[src/rtl/f1_start_decoder.sv]
// F1 start-light decoder: checks the thermometer light build-up, detects lights out,
// and measures driver reaction time or flags a jump start.
module f1_start_decoder #(
    parameter int TIMER_W = 16
) (
    input  logic               clk,
    input  logic               rst,
    input  logic               en,
    input  logic [7:0]         data_in,
    input  logic               trigger,
    output logic [3:0]         lit_count,
    output logic               lights_out,
    output logic               react_valid,
    output logic [TIMER_W-1:0] react_time,
    output logic               jump_start,
    output logic               seq_err
);

    typedef enum logic [1:0] {
        IDLE   = 2'd0,
        BUILD  = 2'd1,
        ARMED  = 2'd2,
        TIMING = 2'd3
    } state_t;

    localparam logic [TIMER_W-1:0] TIMER_MAX = {TIMER_W{1'b1}};
    localparam logic [TIMER_W-1:0] TIMER_ONE = {{(TIMER_W-1){1'b0}}, 1'b1};

    state_t             state_r, state_s;
    logic [7:0]         pat_r;
    logic               trig_q_r;
    logic [TIMER_W-1:0] timer_r, timer_s;
    logic               trig_ev_s;
    logic [7:0]         next_pat_s;
    logic               lights_s, valid_s, jump_s, err_s, clr_timer_s;

    function automatic logic [3:0] popcount8(input logic [7:0] p);
        logic [3:0] cnt;
        cnt = 4'd0;
        for (int i = 0; i < 8; i++) begin
            cnt = cnt + {3'b000, p[i]};
        end
        return cnt;
    endfunction

    // Light count follows the last sampled pattern directly.
    always_comb begin
        lit_count = popcount8(pat_r);
    end

    // Next-state and pulse decode; a trigger event outranks any pattern transition.
    always_comb begin
        state_s     = state_r;
        lights_s    = 1'b0;
        valid_s     = 1'b0;
        jump_s      = 1'b0;
        err_s       = 1'b0;
        clr_timer_s = 1'b0;
        trig_ev_s   = trigger & ~trig_q_r;
        next_pat_s  = {pat_r[6:0], 1'b1};
        case (state_r)
            IDLE: begin
                if (en && (data_in == 8'h01)) begin
                    state_s = BUILD;
                end else if (en && (data_in != 8'h00)) begin
                    err_s = 1'b1;
                end else begin
                    state_s = IDLE;
                end
            end
            BUILD: begin
                if (trig_ev_s) begin
                    jump_s  = 1'b1;
                    state_s = IDLE;
                    if (en && (data_in != pat_r) && (data_in != next_pat_s)) begin
                        err_s = 1'b1;
                    end else begin
                        err_s = 1'b0;
                    end
                end else if (!en || (data_in == pat_r)) begin
                    state_s = BUILD;
                end else if (data_in == next_pat_s) begin
                    if (next_pat_s == 8'hFF) begin
                        state_s = ARMED;
                    end else begin
                        state_s = BUILD;
                    end
                end else begin
                    err_s   = 1'b1;
                    state_s = IDLE;
                end
            end
            ARMED: begin
                if (trig_ev_s) begin
                    jump_s  = 1'b1;
                    state_s = IDLE;
                    if (en && (data_in != 8'hFF) && (data_in != 8'h00)) begin
                        err_s = 1'b1;
                    end else begin
                        err_s = 1'b0;
                    end
                end else if (!en || (data_in == 8'hFF)) begin
                    state_s = ARMED;
                end else if (data_in == 8'h00) begin
                    lights_s    = 1'b1;
                    clr_timer_s = 1'b1;
                    state_s     = TIMING;
                end else begin
                    err_s   = 1'b1;
                    state_s = IDLE;
                end
            end
            TIMING: begin
                if (trig_ev_s) begin
                    valid_s = 1'b1;
                    state_s = IDLE;
                end else begin
                    state_s = TIMING;
                end
            end
            default: begin
                state_s = IDLE;
            end
        endcase
    end

    // Reaction timer: free-running while timing, saturates instead of wrapping.
    always_comb begin
        timer_s = timer_r;
        if (clr_timer_s) begin
            timer_s = {TIMER_W{1'b0}};
        end else if ((state_r == TIMING) && (timer_r != TIMER_MAX)) begin
            timer_s = timer_r + TIMER_ONE;
        end else begin
            timer_s = timer_r;
        end
    end

    // State, pattern, trigger history and registered outputs.
    always_ff @(posedge clk or posedge rst) begin
        if (rst) begin
            state_r     <= IDLE;
            pat_r       <= 8'h00;
            trig_q_r    <= 1'b0;
            timer_r     <= {TIMER_W{1'b0}};
            react_time  <= {TIMER_W{1'b0}};
            lights_out  <= 1'b0;
            react_valid <= 1'b0;
            jump_start  <= 1'b0;
            seq_err     <= 1'b0;
        end else begin
            state_r     <= state_s;
            trig_q_r    <= trigger;
            timer_r     <= timer_s;
            lights_out  <= lights_s;
            react_valid <= valid_s;
            jump_start  <= jump_s;
            seq_err     <= seq_err | err_s;
            if (en) begin
                pat_r <= data_in;
            end
            if (valid_s) begin
                react_time <= timer_r;
            end
        end
    end

endmodule

[config.mk]
export PLATFORM = sky130hd
export DESIGN_NAME = f1_start_decoder
export DESIGN_NICKNAME = d
export VERILOG_FILES = /design/src/rtl/f1_start_decoder.sv
export SDC_FILE = /design/constraint.sdc
export NUM_CORES = 1
export LEC_CHECK = 0
export ABC_AREA = 1
export CAP_MARGIN = 20
export CORE_ASPECT_RATIO = 0.8
export CORE_MARGIN = 4
export CORE_UTILIZATION = 50
export DETAILED_ROUTE_END_ITERATION = 8
export GPL_ROUTABILITY_DRIVEN = 0
export PLACE_DENSITY = 0.76
export SLEW_MARGIN = 0
export SYNTH_ARGS = -nofsm -noshare
export SYNTH_HDL_FRONTEND = slang
export SYNTH_SLANG_ARGS = --single-unit
[constraint.sdc]
create_clock -name clk -period 2.9 [get_ports clk]
set_input_delay 0.435 -clock clk [delete_from_list [all_inputs] [get_ports clk]]
set_output_delay 0.435 -clock clk [all_outputs]
set_load 0.03 [all_outputs]
# Word-level counts from Yosys, hierarchy flattened
# Index checks and enable logic that the tools add are counted.
dict set report classes {
  add_sub_neg 8
  eq_ne 13
  n_mux 31
  bitwise_logic 3
  n_reduce_logical 15
}
# cell count
set ops {}
lappend ops {{$mux 16} 2}
lappend ops {{$mux 2} 10}
lappend ops {{$mux 1} 17}
lappend ops {{$add 16x1->16 const B} 1}
lappend ops {{$add 4x1->4} 4}
lappend ops {{$eq 8x8->1} 2}
lappend ops {{$ne 16x16->1 const B} 1}
lappend ops {{$ne 8x8->1} 2}
lappend ops {{$eq 8x1->1 const B} 1}
lappend ops {{$eq 8x8->1 const B} 1}
lappend ops {{$logic_not 8->1} 1}
lappend ops {{$ne 8x8->1 const B} 1}
lappend ops {{$pmux 2 s4} 1}
lappend ops {{$reduce_bool 8->1} 1}
lappend ops {{$eq 7x7->1 const B} 1}
lappend ops {{$logic_and 1x1->1} 7}
lappend ops {{$add 3x1->4} 1}
lappend ops {{$eq 2x2->1 const B} 2}
lappend ops {{$add 2x1->3} 1}
lappend ops {{$ne 3x3->1 const B} 1}
lappend ops {{$pmux 1 s3} 1}
lappend ops {{$add 1x1->2} 1}
lappend ops {{$eq 2x1->1 const B} 1}
lappend ops {{$logic_not 2->1} 1}
lappend ops {{7 further kinds} 8}
dict set report word_totals {
  reg_bits 47
  output_inout_bits 24
}

# Depth between registers and ports, before layout
# Gate-level depths: netlist of run 1.
dict set report logic_depth {
  ltp_word 7
  ltp_mapped 12
}

# Worst setup path before layout of run 1
# No wires, ideal clock.
dict set report synth_path {
  path_type {register -> output}
  startpoint {reg pat_r[0]}
  endpoint {out lit_count[2]}
  arrival_time_ns 3.028
  path_slack_ns -0.563
  path_stages_with_launch 9
  n_path_buf 0
  path_cell_list {dfrtp_1 fa_1 inv_1 fa_1 fa_1 inv_1 ha_1 fa_1 xor2_1}
}
dict set report synth_between {
  elab_chain_cells 7
}
# element line
set synth_rtl {}
lappend synth_rtl {{start, declared} 30} ;# logic [7:0] pat_r;
lappend synth_rtl {{start signal, assigned} 160} ;# pat_r <= data_in;
lappend synth_rtl {{$add 1x1->2} 41} ;# cnt = cnt + {3'b000, p[i]};
lappend synth_rtl {{$add 2x1->3} 41}
lappend synth_rtl {{$add 3x1->4} 41}
lappend synth_rtl {{$add 4x1->4 (4 in series)} 41}
lappend synth_rtl {{end, declared} 11} ;# output logic [3:0] lit_count,
# No other way between the ends.

# Final worst setup path of run 1
# Ends and elaborated chain as after synthesis.

==> results of run 1 <==
per-layer routing:
layer  track usage  vias up
met5             0        -
met4        0.0643        0
met1         0.280     1107
li1              -     1275
met3        0.0336       11
met2         0.285       88
final timing paths:
| kind | cells past startpoint | slack (ns) | endpoint | startpoint |
|---|---|---|---|---|
| max | 9 | -0.72 | lit_count[2] | pat_r[0] |
| min | 2 | 0.35 | pat_r[7] | rst |
| max reg2reg | 12 | 1.25 | timer_r[8] | timer_r[0] |
| min reg2reg | 2 | 0.47 | react_time[13] | react_time[13] |
| max in group asynchronous | 3 | 1.83 | timer_r[5] | rst |
| min in group clk | 2 | 0.47 | react_time[13] | react_time[13] |
sequential cells by signal (all words and copies together) (netlist names):
name,flops
react_time,16
react_valid,1
pat_r,8
trig_q_r,1
timer_r,16
lights_out,1
state_r,2
jump_start,1
seq_err,1
cells in the final DEF, fill, tap and decap left out, drive strengths merged:
master | synthesis | layout
ha | 10 | 10
buf | 4 | 11
nand4 | 4 | 4
bufinv | 0 | 1
inv | 64 | 65
dfrtp | 47 | 47
clkdlybuf4s50 | 0 | 31
clkinv | 0 | 1
nor2 | 38 | 38
nor3 | 9 | 9
nor3b | 1 | 1
xnor2 | 3 | 3
nand2 | 136 | 136
a21oi | 8 | 8
o21bai | 1 | 1
nand3 | 22 | 22
o211ai | 1 | 1
xor2 | 3 | 3
fa | 4 | 4
clkbuf | 2 | 5
o21ai | 30 | 30
power by group through the flow:
stage | Combinational, mW | Clock (mW) | Sequential, mW
3_3_place_gp | 0.459 | 0 | 0.713
6_report | 0.518 | 0.496 | 0.703
2_1_floorplan | 0.313 | 0 | 0.736
5_1_grt | 0.574 | 0.528 | 0.707
4_1_cts | 0.516 | 0.501 | 0.703
3_5_place_dp | 0.473 | 0 | 0.715
metrics by stage:
step	worst slack [ns]	hold slack, ns	TNS, ns	util
floorplan	-0.323	0.466	-0.628	-
global placement	-0.371	0.455	-0.693	0.604
detailed placement	-0.420	0.457	-0.796	0.604
CTS	-0.724	0.352	-2.06	0.629
global route	-0.812	0.357	-2.40	0.629
finish	-0.723	0.347	-2.04	0.629
cell families after synthesis:
family / synth area share
fa+ha+maj: 0.0722
compound gates: 0.0748
buf+inv: 0.0994
xor+xnor: 0.0185
simple gates: 0.322
flops: 0.414
timing repair:
action                                 CTS  global route
gates resized for setup                  5             1
endpoints found under the hold margin    0             0
setup endpoints to repair                4             4
pin swaps                                2             0
area by class of cell:
| cell class | instances | share of cell area |
|---|---|---|
| Timing Repair Buffer | 42 | 0.117 |
| Inverter | 64 | 0.0702 |
| Multi-Input combinational cell | 270 | 0.410 |
| Clock inverter | 3 | 0.0138 |
| Clock buffer | 5 | 0.0199 |
| Sequential cell | 47 | 0.341 |
| Tap cell | 78 | 0.0282 |
==> results_dict.tcl, run 1 <==
set metrics [dict create \
    status "complete, but fails checks" \
    violations "negative setup slack" \
    grt_setup_unrepaired "yes" \
    insertion_delay_ns 0.30 \
    multi_input_area_mm2 0.00142 \
    cts_setup_buffers 0 \
    p_int_mw 1.16 \
    worstSetupStartpointType "register" \
    synth_area_leaders "dfrtp_1 41%, nand2_1 17%, inv_1 7.3%" \
    synth_top_area_share 0.414 \
    grt_max_degree 40 \
    async_reset_ff_frac 1.00 \
    core_mm2 0.00550 \
    drtAntennaViolNets 0 \
    netlist_instances 387 \
    diodes 0 \
    fin_skew_ns 0.00692 \
    fp.dieW_um 92.3 \
    worst_pin_slew_ns 0.473 \
    ff_latch_area_mm2 0.00118 \
    cp_max_fo 2 \
    critPathRequiredTime_ns 2.47 \
    vias 2481 \
    setup_violations 4 \
    firstDrtPassIters 4 \
    met1Wirelength_um 3050 \
    drt_wl_total_um 5990 \
    top_layer "met4" \
    seqPwrFrac 0.409 \
    die_h_um 75.5 \
    yosys_warnings 0 \
    dpl.cell_count 501 \
    end_kind "output pin" \
    gr-usage-all-layers 0.190 \
    holdBufCountCts 0 \
    die_area_mm2 0.00697 \
    path_delay_family "adder cells" \
    h-tree-depth 2 \
    power_density_mw_per_mm2 497 \
    placement.io_buffers 35 \
    routedWlPerCell_um 11.8 \
    min_period_over_period 1.25 \
    cts_sinks 47 \
    critPathArrivalTime_ns 3.19 \
    drc 0 \
    root_buffer "clkbuf_8" \
    fillCellCount 473 \
    ys_seq_area_frac 0.414 \
    synth_area_mm2 0.00284 \
    viasPerCell 4.87 \
    synth_top_area_cell "dfrtp_1" \
    finalNonFillerCells 509 \
    grt_pass1_vias 2288 \
    route.met2.wl_um 2440 \
    p_comb_frac 0.302 \
    drt_iter0_markers 220 \
    crit_path_max_incr_delay_ns 0.55 \
    synth_cell_types 31 \
    cpMostUsedCell "fa_1" \
    relSlewSlack 0.684 \
    switchingPower_mw 0.553 \
    worst-path-buf-inv 3 \
    synth_ff_type "dfrtp_1" \
    slew_violations 0 \
    overflow 0 \
    wl_met3_um 400 \
    avgSynthCellArea_um2 7.35 \
    fin_crit_ns 3.62 \
    synth_edf_count 0 \
    antenna_found_initial 0 \
    design_area_mm2 0.00346 \
    tritoncts "yes" \
    fmax_mhz 276 \
    synthTopCellsByCount "132 x nand2_1, 55 x inv_1, 47 x dfrtp_1" \
    critical_path.cell_chain "fa_1 > inv_2 > fa_1 > fa_1 > inv_2 > ha_4 > fa_2 > xor2_4 > buf_6" \
    p_sw_frac 0.322 \
    cts_buffers 5 \
    cts_buffer_depth 2 \
    yosys_register_bits 47 \
    p_total_mw 1.72 \
    ir_drop_uv 303 \
    synth_nets 413 \
    grt_pass1_wl_um 10400 \
    start_util 0.518 \
    place.detailed.hpwl_um 4710 \
    place_area_mm2 0.00332 \
    clkTransAtPathRegs_ns 0.09 \
    drv_cap 0 \
    final_layout_size_suffix_gt1_frac 0.121 \
    final_net_count 456 \
    syn2layout_area_growth_pct 21.6 \
    synth.most_common_cell "nand2_1" \
    p_clk_frac 0.289 \
    fin_ws_ns -0.723 \
    io_pins 36 \
    rows 24 \
    critical_path_class "reg2out" \
    p_leak_nw 1.75 \
    slowest_stage "fa_1" \
    hold_viol 0 \
    hp-class "in2async" \
]
No activity file was read; power rests on OpenSTA's default activity.
==> run 2, diff against run 1 <==
--- a/config.mk
+++ b/config.mk
@@ -11,7 +11,7 @@
 export CORE_MARGIN = 4
 export CORE_UTILIZATION = 50
 export DETAILED_ROUTE_END_ITERATION = 8
-export GPL_ROUTABILITY_DRIVEN = 0
+export GPL_ROUTABILITY_DRIVEN = 1
 export PLACE_DENSITY = 0.76
 export SLEW_MARGIN = 0
 export SYNTH_ARGS = -nofsm -noshare
==> results of run 2 <==
The final DEF is identical to that of run 1; final timing and power are the same.
